$ cat src/rtl/twiddle_fetch_seq.sv
// twiddle_fetch_seq: requester side of the twiddle ROM. It walks every radix-2
// DIT butterfly in stage order (s = 0..LOG2N-1, j = 0..N/2-1). For each butterfly
// it fetches the cos and sin words from a single-port ROM with 1-cycle latency,
// then presents the {re, im} pair to the butterfly datapath over valid/ready.
module twiddle_fetch_seq #(
  parameter int DATA_WIDTH = 16,
  parameter int N          = 32,
  parameter int LOG2N      = 5
) (
  input  logic                       clk,
  input  logic                       rst,
  input  logic                       start,
  output logic                       busy,
  output logic                       done,
  output logic [DATA_WIDTH-1:0]      rom_k,
  output logic                       rom_imag,
  input  logic [DATA_WIDTH-1:0]      rom_twiddle_in,
  output logic                       tw_valid,
  input  logic                       tw_ready,
  output logic [DATA_WIDTH-1:0]      tw_re,
  output logic [DATA_WIDTH-1:0]      tw_im,
  output logic [$clog2(LOG2N)-1:0]   tw_stage,
  output logic [LOG2N-2:0]           tw_index
);
  localparam int SW = $clog2(LOG2N);
  localparam int JW = LOG2N - 1;
  localparam logic [SW-1:0] LAST_S = SW'(LOG2N - 1);
  localparam logic [JW-1:0] LAST_J = JW'(N / 2 - 1);

  typedef enum logic [2:0] {
    S_IDLE,
    S_REQ_RE,
    S_REQ_IM,
    S_CAP_IM,
    S_PRESENT,
    S_DONE
  } state_t;

  state_t          state_reg;
  logic [SW-1:0]   s_reg;
  logic [JW-1:0]   j_reg;
  logic [JW-1:0]   j_mask;
  logic [JW-1:0]   k_val;

  // Mask that keeps the low s bits of j, i.e. j mod 2^s.
  for (genvar gi = 0; gi < JW; gi++) begin : g_mask
    assign j_mask[gi] = (int'(s_reg) > gi);
  end

  // Twiddle index: (j mod 2^s) scaled by the stage stride 2^(LOG2N-1-s).
  assign k_val = (j_reg & j_mask) << (JW - int'(s_reg));

  // ROM address and table select come from registered state only; idle states drive 0.
  always_comb begin
    rom_k    = '0;
    rom_imag = 1'b0;
    if (state_reg == S_REQ_RE || state_reg == S_REQ_IM) begin
      rom_k = DATA_WIDTH'(k_val);
    end
    if (state_reg == S_REQ_IM) begin
      rom_imag = 1'b1;
    end
  end

  // Sweep sequencer: request re, request im while capturing re, capture im, present.
  always_ff @(posedge clk) begin
    if (rst) begin
      state_reg <= S_IDLE;
      busy      <= 1'b0;
      done      <= 1'b0;
      tw_valid  <= 1'b0;
      tw_re     <= '0;
      tw_im     <= '0;
      tw_stage  <= '0;
      tw_index  <= '0;
      s_reg     <= '0;
      j_reg     <= '0;
    end else begin
      done <= 1'b0;
      case (state_reg)
        S_IDLE: begin
          if (start) begin
            s_reg     <= '0;
            j_reg     <= '0;
            busy      <= 1'b1;
            state_reg <= S_REQ_RE;
          end
        end
        S_REQ_RE: begin
          state_reg <= S_REQ_IM;
        end
        S_REQ_IM: begin
          // ROM data now holds the real word requested last cycle.
          tw_re     <= rom_twiddle_in;
          state_reg <= S_CAP_IM;
        end
        S_CAP_IM: begin
          tw_im     <= rom_twiddle_in;
          tw_stage  <= s_reg;
          tw_index  <= j_reg;
          tw_valid  <= 1'b1;
          state_reg <= S_PRESENT;
        end
        S_PRESENT: begin
          if (tw_valid && tw_ready) begin
            tw_valid <= 1'b0;
            if (j_reg == LAST_J) begin
              j_reg <= '0;
              if (s_reg == LAST_S) begin
                busy      <= 1'b0;
                done      <= 1'b1;
                state_reg <= S_DONE;
              end else begin
                s_reg     <= s_reg + 1'b1;
                state_reg <= S_REQ_RE;
              end
            end else begin
              j_reg     <= j_reg + 1'b1;
              state_reg <= S_REQ_RE;
            end
          end
        end
        S_DONE: begin
          state_reg <= S_IDLE;
        end
        default: begin
          state_reg <= S_IDLE;
        end
      endcase
    end
  end

endmodule

$ cat config.mk
export PLATFORM = sky130hd
export DESIGN_NAME = twiddle_fetch_seq
export DESIGN_NICKNAME = d
export VERILOG_FILES = /design/src/rtl/twiddle_fetch_seq.sv
export SDC_FILE = /design/constraint.sdc
export NUM_CORES = 1
export LEC_CHECK = 0
export CAP_MARGIN = 15
export CORE_MARGIN = 1.5
export CORE_UTILIZATION = 48
export CTS_CLUSTER_SIZE = 25
export DETAILED_ROUTE_END_ITERATION = 10
export PLACE_DENSITY = 0.84
export SLEW_MARGIN = 20
export SYNTH_ARGS = -nofsm -noshare
export SYNTH_HDL_FRONTEND = slang
export SYNTH_SLANG_ARGS = --single-unit
$ cat constraint.sdc
create_clock -name clk -period 6.3 [get_ports clk]
set_input_delay 1.575 -clock clk [delete_from_list [all_inputs] [get_ports clk]]
set_output_delay 1.575 -clock clk [all_outputs]
set_load 0.05 [all_outputs]
==> impl_metrics.tcl <==
set metrics [dict create \
    status "complete, no violations" \
    m1WireLength_um 2298 \
    grt_overflow 0 \
    dr.pass1.iters 4 \
    path_cells "inv_1 > ha_1 > ha_1 > nand2b_1 > a2111oi_0 > a41oi_1 > a21oi_1 > clkdlybuf4s50_1" \
    drv_slew 0 \
    drt_iter0_drc 150 \
    pre_cts_ws_ns 2.088 \
    setup_tns_ns 0 \
    drv_cap 0 \
    cts.sinks 52 \
    detail-route-antenna-nets 0 \
    die_area_um2 5204 \
    clk_latency_ns 0.31 \
    ys.flop_type "dfxtp_1" \
    skew_ns 0.01463 \
    die_h_um 72.14 \
    ys_seq_area_share_pct 45.37 \
    seqCellArea_um2 1041 \
    htreeDepth 2 \
    finalPower_mw 0.6737 \
    grt_use_total_pct 21.41 \
    fp-row-count 24 \
    post-cts-setup-buffers 0 \
    netlist-cell-type-count 39 \
    netlist_instances 292 \
    max_slew_margin_pct 35.25 \
    async_flop_share_pct 0 \
    top_layer "met4" \
    ios 79 \
    core_um2 4474 \
    drt-total-wl_um 5417 \
    gp_congestion 0.8437 \
    grt_start_max_net_pins 53 \
    crit_path_max_fanout 11 \
    drc 0 \
    antenna_cells 0 \
    p_leak_nw 1.004 \
    port-buffer-count 66 \
    detailed_place_hpwl_um 3760 \
    fillCellCount 383 \
    required_ns 4.72 \
    wl_per_cell_um 13.58 \
    worst_slack_ns 1.739 \
    dp_cells 391 \
    numCtsBuffers 5 \
    holdBufCountCts 0 \
    critPathKind "register to output pin" \
    die_w_um 72.14 \
    pwr_density_cell_nw_per_um2 225.9 \
    initial_core_util_pct 51.29 \
    finalSetupViolCount 0 \
    root_buffer "clkbuf_8" \
    rsz0062_at_grt "false" \
    multi_input_area_um2 1101 \
    dr_wl_met2_um 2682 \
    ir_drop_mv 0.1210 \
    vias_per_cell 5.346 \
    layout_commonest_cell "nand2_1" \
    area_delta_synth_final_pct 29.93 \
    period_share_pct 72.40 \
    yosys_warnings 0 \
    grt_pass1_vias 1951 \
    crit_slowest_cell "clkdlybuf4s50_1" \
    worstPathArrival_ns 2.99 \
    fin_crit_ns 4.561 \
    crit_top_cell "ha_1" \
    synth_area_per_cell_um2 7.859 \
    nets 374 \
    reg_top3 "tw_im: 16 flops, tw_re: 16 flops" \
    synth-seq-cells 52 \
    max_freq_mhz 219.2 \
    synth_edf_count 0 \
    path_clk_slew_ns 0.10 \
    min_path_type "register to register" \
    worstMarginPinSlew_ns 0.9683 \
    wl_met3_um 279 \
    final_cell_mix "nand2_1 (86), clkdlybuf4s50_1 (65), dfxtp_1 (52)" \
    post_cts_resize_count 0 \
    cts_buffer_depth 2 \
    end_kind "output pin" \
    antenna_found_initial 0 \
    drive_gt1_share_pct 4.323 \
    tritoncts "yes" \
    synth_area_um2 2295 \
    num_vias 2133 \
    fin_cells 399 \
    slowest_delay_ns 0.81 \
    finalHoldViolations 0 \
    grt_pass1_wl_um 8811 \
    cp-start-kind "register" \
]
## worst max-delay path, delay by kind of cell (launching register included)
family | cells | cell delay, ns
adders and majority gates | 2 | 0.39
AOI/OAI and AO/OA | 3 | 0.60
and+or+nand+nor | 1 | 0.18
DFF | 1 | 0.57
buffers and inverters | 2 | 0.96
## synthesized netlist by cell type (all sizes together) (3+ instances only)
| cell type | n | area share (%) |
|---|---|---|
| o21ai | 8 | 1.7 |
| or3b | 3 | 1.3 |
| nor3b | 3 | 1.4 |
| ha | 8 | 4.4 |
| buf | 16 | 5.0 |
| inv | 6 | 0.98 |
| nand2 | 86 | 14 |
| clkbuf | 15 | 2.5 |
| nor2 | 9 | 1.5 |
| nor3 | 5 | 1.1 |
| nand3 | 4 | 0.87 |
| nand4 | 3 | 0.82 |
| a21oi | 49 | 11 |
| dfxtp | 52 | 45 |
## final cells by class
cell class | count | area share [%]
Clock inverter | 2 | 0.5455
Sequential cell | 52 | 34.91
Tap cell | 52 | 2.182
Clock buffer | 6 | 2.434
Timing Repair Buffer | 67 | 22.24
Multi-Input combinational cell | 214 | 36.93
Inverter | 6 | 0.7554
## routing by layer
metal | vias to the layer above | global-route usage (%)
met2 | 68 | 36.42
met3 | 13 | 4.028
met5 | - | 0
met4 | 0 | 9.015
li1 | 1065 | -
met1 | 987 | 26.65
## logic make-up (layout without fill, tap and decap cells)
kind of cell	after synthesis	in the layout	synth area share [%]
simple gates	126	126	24.81
compound gates	65	65	15.59
flops	52	52	45.37
buf+inv	37	81	8.451
fa+ha+maj	8	8	4.362
mux	2	2	0.8724
other cells	1	12	0.1634
xor+xnor	1	1	0.3817
## report_power, final
part / total, mW / switching [mW] / internal, mW
Sequential: 0.350 / 0.00909 / 0.341
Clock: 0.187 / 0.107 / 0.0792
Combinational: 0.137 / 0.0959 / 0.0411
Total: 0.674 / 0.212 / 0.461
## metrics by stage
step	hold slack, ns	util [%]	instance area [um2]
final	0.4562	66.64	2982
after global routing	0.4779	66.64	2982
after CTS	0.4605	66.64	2982
after detailed placement	0.4467	64.65	2893
after global placement	0.4418	64.65	2893
after floorplan	0.4861	-	2336
## final timing paths
check | from | to | slack [ns] | cells after the start
setup / recovery | s_reg[1] | rom_k[2] | 1.74 | 8
hold / removal | tw_im[3] | tw_im[3] | 0.46 | 2
setup reg to reg | s_reg[1] | s_reg[0] | 4.35 | 7
hold reg to reg | tw_im[3] | tw_im[3] | 0.46 | 2
Note: power is estimated with default switching activity, not from simulation.
